$ cat config.mk
export PLATFORM = sky130hd
export DESIGN_NAME = bp_stall_hist_ctrl
export DESIGN_NICKNAME = d
export VERILOG_FILES = /design/src/rtl/bp_stall_hist_ctrl.sv
export SDC_FILE = /design/constraint.sdc
export NUM_CORES = 2
export LEC_CHECK = 0
export CAP_MARGIN = 20
export CORE_MARGIN = 10
export CORE_UTILIZATION = 40
export CTS_CLUSTER_DIAMETER = 120
export DETAILED_ROUTE_END_ITERATION = 12
export GPL_TIMING_DRIVEN = 0
export RECOVER_POWER = 25
export SETUP_SLACK_MARGIN = 0.2
export SYNTH_ARGS = -nofsm -noshare
export SYNTH_HDL_FRONTEND = slang
export SYNTH_SLANG_ARGS = --single-unit
$ cat constraint.sdc
create_clock -name clk_i -period 7.16 [get_ports clk_i]
set_input_delay 1.074 -clock clk_i [delete_from_list [all_inputs] [get_ports clk_i]]
set_output_delay 1.074 -clock clk_i [all_outputs]
set_load 0.01 [all_outputs]
$ cat src/rtl/bp_stall_hist_ctrl.sv
// Stall-reason histogram: coalesces per-cycle stall samples, accumulates them in a counter array, serves host reads.
// Latency: read data one cycle after rd_ready_o; a flushed sample lands in the array two cycles after its flush.
// Backpressure: host waits while a flush is pending, up to starve_lim_p cycles; a forced grant drops the sample. Define BP_STALL_HIST_SAT_EN to saturate counters.
module bp_stall_hist_ctrl #(
    parameter int num_reasons_p   = 32,
    parameter int cnt_width_p     = 32,
    parameter int pend_width_p    = 8,
    parameter int starve_lim_p    = 4,
    parameter int reason_width_lp = (num_reasons_p > 1) ? $clog2(num_reasons_p) : 1
) (
    input  logic                       clk_i,
    input  logic                       reset_li,
    input  logic                       en_i,
    input  logic                       instret_i,
    input  logic                       reason_v_i,
    input  logic [reason_width_lp-1:0] reason_i,
    input  logic                       clear_i,
    output logic                       busy_o,
    input  logic                       rd_v_i,
    input  logic [reason_width_lp-1:0] rd_addr_i,
    output logic                       rd_ready_o,
    output logic                       rd_data_v_o,
    output logic [cnt_width_p-1:0]     rd_data_o,
    output logic [cnt_width_p-1:0]     instr_cnt_o,
    output logic [cnt_width_p-1:0]     dropped_cnt_o
);

    localparam int wait_width_lp = (starve_lim_p > 0) ? $clog2(starve_lim_p + 1) : 1;
    localparam logic [reason_width_lp:0]   lp_num_reasons = (reason_width_lp + 1)'(num_reasons_p);
    localparam logic [reason_width_lp-1:0] lp_last_idx    = reason_width_lp'(num_reasons_p - 1);
    localparam logic [wait_width_lp-1:0]   lp_starve_lim  = wait_width_lp'(starve_lim_p);

    typedef enum logic {
        e_clear,
        e_run
    } state_e;

    function automatic logic [cnt_width_p-1:0] f_add(input logic [cnt_width_p-1:0] a,
                                                     input logic [cnt_width_p-1:0] b);
`ifdef BP_STALL_HIST_SAT_EN
        logic [cnt_width_p:0] s;
        s = {1'b0, a} + {1'b0, b};
        f_add = s[cnt_width_p] ? '1 : s[cnt_width_p-1:0];
`else
        f_add = a + b;
`endif
    endfunction

    state_e                      r_state, w_state_n;
    logic [reason_width_lp-1:0]  r_sweep;
    logic                        r_pend_v;
    logic [reason_width_lp-1:0]  r_pend_reason;
    logic [pend_width_p-1:0]     r_pend_cnt;
    logic [wait_width_lp-1:0]    r_wait;
    logic                        r_w_v;
    logic [reason_width_lp-1:0]  r_w_addr;
    logic [cnt_width_p-1:0]      r_w_data;
    logic                        r_rd_data_v;
    logic [cnt_width_p-1:0]      r_rd_data;
    logic [cnt_width_p-1:0]      r_instr;
    logic [cnt_width_p-1:0]      r_dropped;
    logic [cnt_width_p-1:0]      r_mem [num_reasons_p];

    logic                        w_run, w_active, w_sample, w_match, w_flush_needed;
    logic                        w_grant, w_forced, w_flush, w_accept, w_addr_ok, w_hit;
    logic [reason_width_lp-1:0]  w_rd_addr;
    logic [cnt_width_p-1:0]      w_arr, w_pend_ext, w_rd_sum;

    always_ff @(posedge clk_i or negedge reset_li) begin
        if (!reset_li) r_state <= e_clear;
        else           r_state <= w_state_n;
    end

    always_comb begin
        w_state_n = r_state;
        w_run     = 1'b0;
        busy_o    = 1'b0;
        case (r_state)
            e_clear: begin
                busy_o = 1'b1;
                if (!clear_i && r_sweep == lp_last_idx) w_state_n = e_run;
            end
            e_run: begin
                w_run = 1'b1;
                if (clear_i) w_state_n = e_clear;
            end
            default: w_state_n = e_clear;
        endcase
    end

    // A clear in the same cycle as a request always wins.
    assign w_active       = w_run & ~clear_i;
    assign w_sample       = en_i & ~instret_i & reason_v_i;
    assign w_match        = r_pend_v & (r_pend_reason == reason_i) & ~(&r_pend_cnt);
    assign w_flush_needed = w_sample & r_pend_v & ~w_match;
    assign w_grant        = w_active & rd_v_i & (~w_flush_needed | (r_wait == lp_starve_lim));
    assign w_forced       = w_grant & w_flush_needed;
    assign w_flush        = w_active & w_flush_needed & ~w_grant;
    assign w_accept       = w_active & w_sample & ~w_forced;

    // The single read port serves either the host or the flush; the W stage is forwarded.
    assign w_rd_addr  = w_grant ? rd_addr_i : r_pend_reason;
    assign w_addr_ok  = {1'b0, w_rd_addr} < lp_num_reasons;
    assign w_arr      = !w_addr_ok ? '0 :
                        (r_w_v && r_w_addr == w_rd_addr) ? r_w_data : r_mem[w_rd_addr];
    assign w_pend_ext = cnt_width_p'(r_pend_cnt);
    assign w_hit      = r_pend_v & (r_pend_reason == rd_addr_i);
    assign w_rd_sum   = w_addr_ok ? f_add(w_arr, w_hit ? w_pend_ext : '0) : '0;

    always_ff @(posedge clk_i or negedge reset_li) begin
        if (!reset_li) begin
            r_sweep       <= '0;
            r_pend_v      <= 1'b0;
            r_pend_reason <= '0;
            r_pend_cnt    <= '0;
            r_wait        <= '0;
            r_w_v         <= 1'b0;
            r_w_addr      <= '0;
            r_w_data      <= '0;
            r_rd_data_v   <= 1'b0;
            r_rd_data     <= '0;
            r_instr       <= '0;
            r_dropped     <= '0;
        end else begin
            r_sweep <= (clear_i || w_run) ? '0 : r_sweep + reason_width_lp'(1);

            if (!w_active) begin
                r_pend_v   <= 1'b0;
                r_pend_cnt <= '0;
            end else if (w_accept) begin
                if (w_match) begin
                    r_pend_cnt <= r_pend_cnt + pend_width_p'(1);
                end else begin
                    r_pend_v      <= 1'b1;
                    r_pend_reason <= reason_i;
                    r_pend_cnt    <= pend_width_p'(1);
                end
            end

            r_w_v <= w_flush;
            if (w_flush) begin
                r_w_addr <= r_pend_reason;
                r_w_data <= f_add(w_arr, w_pend_ext);
            end

            r_rd_data_v <= w_grant;
            if (w_grant) r_rd_data <= w_rd_sum;

            if (w_grant)                                 r_wait <= '0;
            else if (rd_v_i && r_wait != lp_starve_lim)  r_wait <= r_wait + wait_width_lp'(1);

            if (clear_i)                       r_instr <= '0;
            else if (w_run && en_i && instret_i) r_instr <= f_add(r_instr, cnt_width_p'(1));

            if (clear_i)       r_dropped <= '0;
            else if (w_forced) r_dropped <= f_add(r_dropped, cnt_width_p'(1));
        end
    end

    always_ff @(posedge clk_i) begin
        if (r_state == e_clear) r_mem[r_sweep]  <= '0;
        else if (r_w_v)         r_mem[r_w_addr] <= r_w_data;
    end

    assign rd_ready_o    = w_grant;
    assign rd_data_v_o   = r_rd_data_v;
    assign rd_data_o     = r_rd_data;
    assign instr_cnt_o   = r_instr;
    assign dropped_cnt_o = r_dropped;

endmodule

==> flow_metrics.env <==
export IMPL_status="finished with violations"
export IMPL_violations="max-capacitance violations, max-slew violations"
export IMPL_ant_nets=0
export IMPL_layout_drive_gt1_share_pct=13.83
export IMPL_hp_class="flop to flop"
export IMPL_grt_max_degree=93
export IMPL_end_kind="flop"
export IMPL_worst_slew_pin_slew_ns=3.751
export IMPL_startpoint_type="input pin"
export IMPL_finalMaxSlewViolations=161
export IMPL_grt_ovfl_total=0
export IMPL_io_pins=116
export IMPL_crit_type="input pin to flop"
export IMPL_initial_core_util_pct=40.18
export IMPL_hpwl_um=121100
export IMPL_max_cap_viol_count=2
export IMPL_syn2layout_area_growth_pct=19.89
export IMPL_cts_tree="yes"
export IMPL_slowest_stage="mux2i_1"
export IMPL_hold_viol_final=0
export IMPL_cp_required_ns=7.78
export IMPL_post_place_ws_ns=-3.476
export IMPL_clock_sinks=1182
export IMPL_max_freq_mhz=146.1
export IMPL_routed_wl_um=179400
export IMPL_arrival_ns=7.47
export IMPL_core_area_um2=127200
export IMPL_clock_tree_buffer_depth=3
export IMPL_setup_viol=0
export IMPL_peakVddDrop_uv=186.6
export IMPL_max_stage_delay_ns=1.02
export IMPL_fin_nets=4348
export IMPL_dr_pass1_iters=8
export IMPL_critPathTopFamily="buffers and inverters"
export IMPL_die_height_um=377.5
export IMPL_setup_tns_ns=0
export IMPL_first_iter_violations=5869
export IMPL_finalCriticalPeriod_ns=6.843
export IMPL_synthDistinctLibCells=89
export IMPL_numCtsBuffers=118
export IMPL_gp_congestion=0.9061
export IMPL_crit_fanout=10
export IMPL_ys_dominant_reg_cell="edfxtp_1"
export IMPL_leakagePower_nw=21.82
export IMPL_crit_buf_inv=7
export IMPL_clock_latency_ns=0.78
export IMPL_power_density_nw_per_um2=238.2
export IMPL_rows=131
export IMPL_avgRoutedWirePerCell_um=29.54
export IMPL_place_area_um2=56170
export IMPL_placement_io_buffers=114
export IMPL_antenna_found_initial=2
export IMPL_stdcell_area_um2=61270
export IMPL_grt_pass1_wl_um=253400
export IMPL_synthesis_nets=3985
export IMPL_synth_area_per_cell_um2=12.96
export IMPL_die_area_um2=142500
export IMPL_path_clk_slew_ns=0.06
export IMPL_h_tree_depth=3
export IMPL_worstPathCellList="clkdlybuf4s50_1 -> and3b_1 -> buf_6 -> a31oi_4 -> a21oi_4 -> inv_4 -> buf_6 -> mux2i_1 -> nor2_1 -> clkbuf_1 -> a2111oi_0 -> buf_2 -> nand3_1 -> a31oi_1 -> nor2_1 -> nand3_2 -> buf_4 -> nor4_2 -> xor2_1 -> a21oi_1"
export IMPL_relSlewSlack_pct=-150.1
export IMPL_skew_ns=0.04863
export IMPL_syn_inst=3943
export IMPL_ctsHoldBuffers=0
export IMPL_synth_async_reset_ratio_pct=13.37
export IMPL_grt_setup_unrepaired="false"
export IMPL_synth_edff_count=1024
export IMPL_layout_setup_ws_ns=0.3171
export IMPL_vias_per_cell=6.134
export IMPL_syn_area_um2=51110
export IMPL_vias=37260
export IMPL_synth_seq_cells=1182
export IMPL_grt_usage_pct=24.37
export IMPL_period_share_pct=95.57
export IMPL_ys_seq_area_share_pct=67.90
export IMPL_cts_root_buf="clkbuf_16"
export IMPL_drc=0
export IMPL_ys_warn_count=0
export IMPL_die_w_um=377.5
export IMPL_grt_pass1_vias=34870
## final timing paths
path,from,end,slack [ns],cells after the start
setup / recovery,instret_i,rd_data_o[25],0.32,20
max in group asynchronous,reset_li,r_w_data[23],1.76,2
hold / removal,rd_data_o[22],rd_data_o[22],0.48,2
setup reg to reg,r_pend_cnt[0],rd_data_o[25],0.37,20
hold reg to reg,rd_data_o[22],rd_data_o[22],0.48,2
min in group asynchronous,reset_li,instr_cnt_o[0],1.58,1
## state kept, by name, summed over array words and instances, names as in the netlist
register       flops
r_w_v              1
r_pend_v           1
dropped_cnt_o     32
r_w_addr           5
rd_data_v_o        1
r_pend_reason      5
r_pend_cnt         8
r_mem           1024
r_sweep            5
r_w_data          32
instr_cnt_o       32
r_wait             3
r_state            1
rd_data_o         32
## routing by layer
| layer | wire [µm] | vias up | global-route usage [%] |
|---|---|---|---|
| met5 | 23 | - | 0 |
| met4 | 10180 | 4 | 12.41 |
| met3 | 21730 | 514 | 5.894 |
| met2 | 77270 | 2508 | 35.78 |
| met1 | 70200 | 18590 | 33.51 |
| li1 | - | 15640 | - |
## cell usage after synthesis, drive strengths merged (5+ instances only)
library cell  instances  area, µm²
nor2b                10      62.56
and2                 23      143.9
mux2                 56      630.6
a211oi               18      145.1
xnor2                55      481.7
a21oi               204       1036
mux4                  7      157.7
nand3b               10      75.07
nand2b               29      181.4
a22o                  5      43.79
nand2               593       2228
a211o                 9      78.83
and4                 10      92.59
inv                  43      161.4
and3                 59      369.1
or3                  10      62.56
o221ai               14      153.9
a22oi                 8      60.06
o2111ai              10      87.58
mux2i               163       1632
nor3                 34      175.2
o31ai                 9      72.57
or4                  10      75.07
a31oi                23      150.1
o21ai               111      555.5
ha                   23      287.8
nor2                182      685.7
clkbuf              164      615.6
dfrtp               158       3954
nor4b                 5      56.31
xor2                 68      603.1
nor4                 23      202.7
a2111oi              27      236.5
nand3               260       1316
nor3b                 6      45.04
a311oi                9      78.83
a221oi                5      43.79
o211ai              232       1760
o22ai                52      325.3
edfxtp             1024      30750
nand4                36      225.2
buf                 101      565.5
a21o                  6      45.04
## worst min-delay path: cells and delay by family, from the launching register on
family / cells / cell delay (ns)
and+or+nand+nor: 1 / 0.05
DFF: 1 / 0.34
AOI/OAI and AO/OA: 1 / 0.06
## layout by cell type (no fill, tap or decap), types with 51 or more instances in the layout
| cell type | count |
|---|---|
| edfxtp_1 | 1024 |
| nand2_1 | 590 |
| nand3_1 | 250 |
| o211ai_1 | 230 |
| a21oi_1 | 198 |
| clkbuf_1 | 159 |
| mux2i_1 | 157 |
| dfrtp_1 | 156 |
| nor2_1 | 145 |
| clkbuf_16 | 120 |
| clkdlybuf4s50_1 | 105 |
| o21ai_0 | 90 |
| xor2_1 | 64 |
| buf_4 | 63 |
| and3_1 | 58 |
| mux2_2 | 55 |
| o22ai_1 | 52 |
| xnor2_1 | 51 |
## what timing repair did
action	CTS	global route
gates resized for setup	163	96
buffers inserted	25	14
pin swaps	20	22
setup endpoints to repair	65	47
## cell families after synthesis
group | count (synthesis) | share of synthesized area, %
xor+xnor | 123 | 2.123
compound gates | 773 | 10.15
simple gates | 1305 | 11.82
buf+inv | 309 | 2.634
fa+ha+maj | 25 | 0.6414
mux | 226 | 4.735
flops | 1182 | 67.90
## layout make-up
cell class	count	area (µm²)
clock inverters	72	726.9
diodes	2	5.005
flip-flops and latches	1182	34710
fillers	11020	65920
repair buffers	244	3069
inverters	44	167.7
clock buffers	152	3213
multi-input cells	2452	15740
well taps	1662	2079
plain buffers	264	1569
## metrics by stage
stage / power, mW / hold WS, ns / cells / util (%)
after CTS: 14.60 / 0.2670 / 6041 / 47.84
after floorplan: 8.013 / 0.4564 / 3943 / -
after global routing: 14.94 / 0.5155 / 6072 / 48.17
after global placement: 8.324 / 0.4664 / 5719 / 42.72
after detailed placement: 8.361 / 0.4716 / 5793 / 44.16
final: 14.59 / 0.4845 / 6074 / 48.17
## power breakdown
part	switching [mW]	internal (mW)	total, mW
registers	0.0332	7.48	7.51
clock network	2.74	3.58	6.32
logic	0.527	0.237	0.764
No activity file was read; power rests on OpenSTA's default activity.
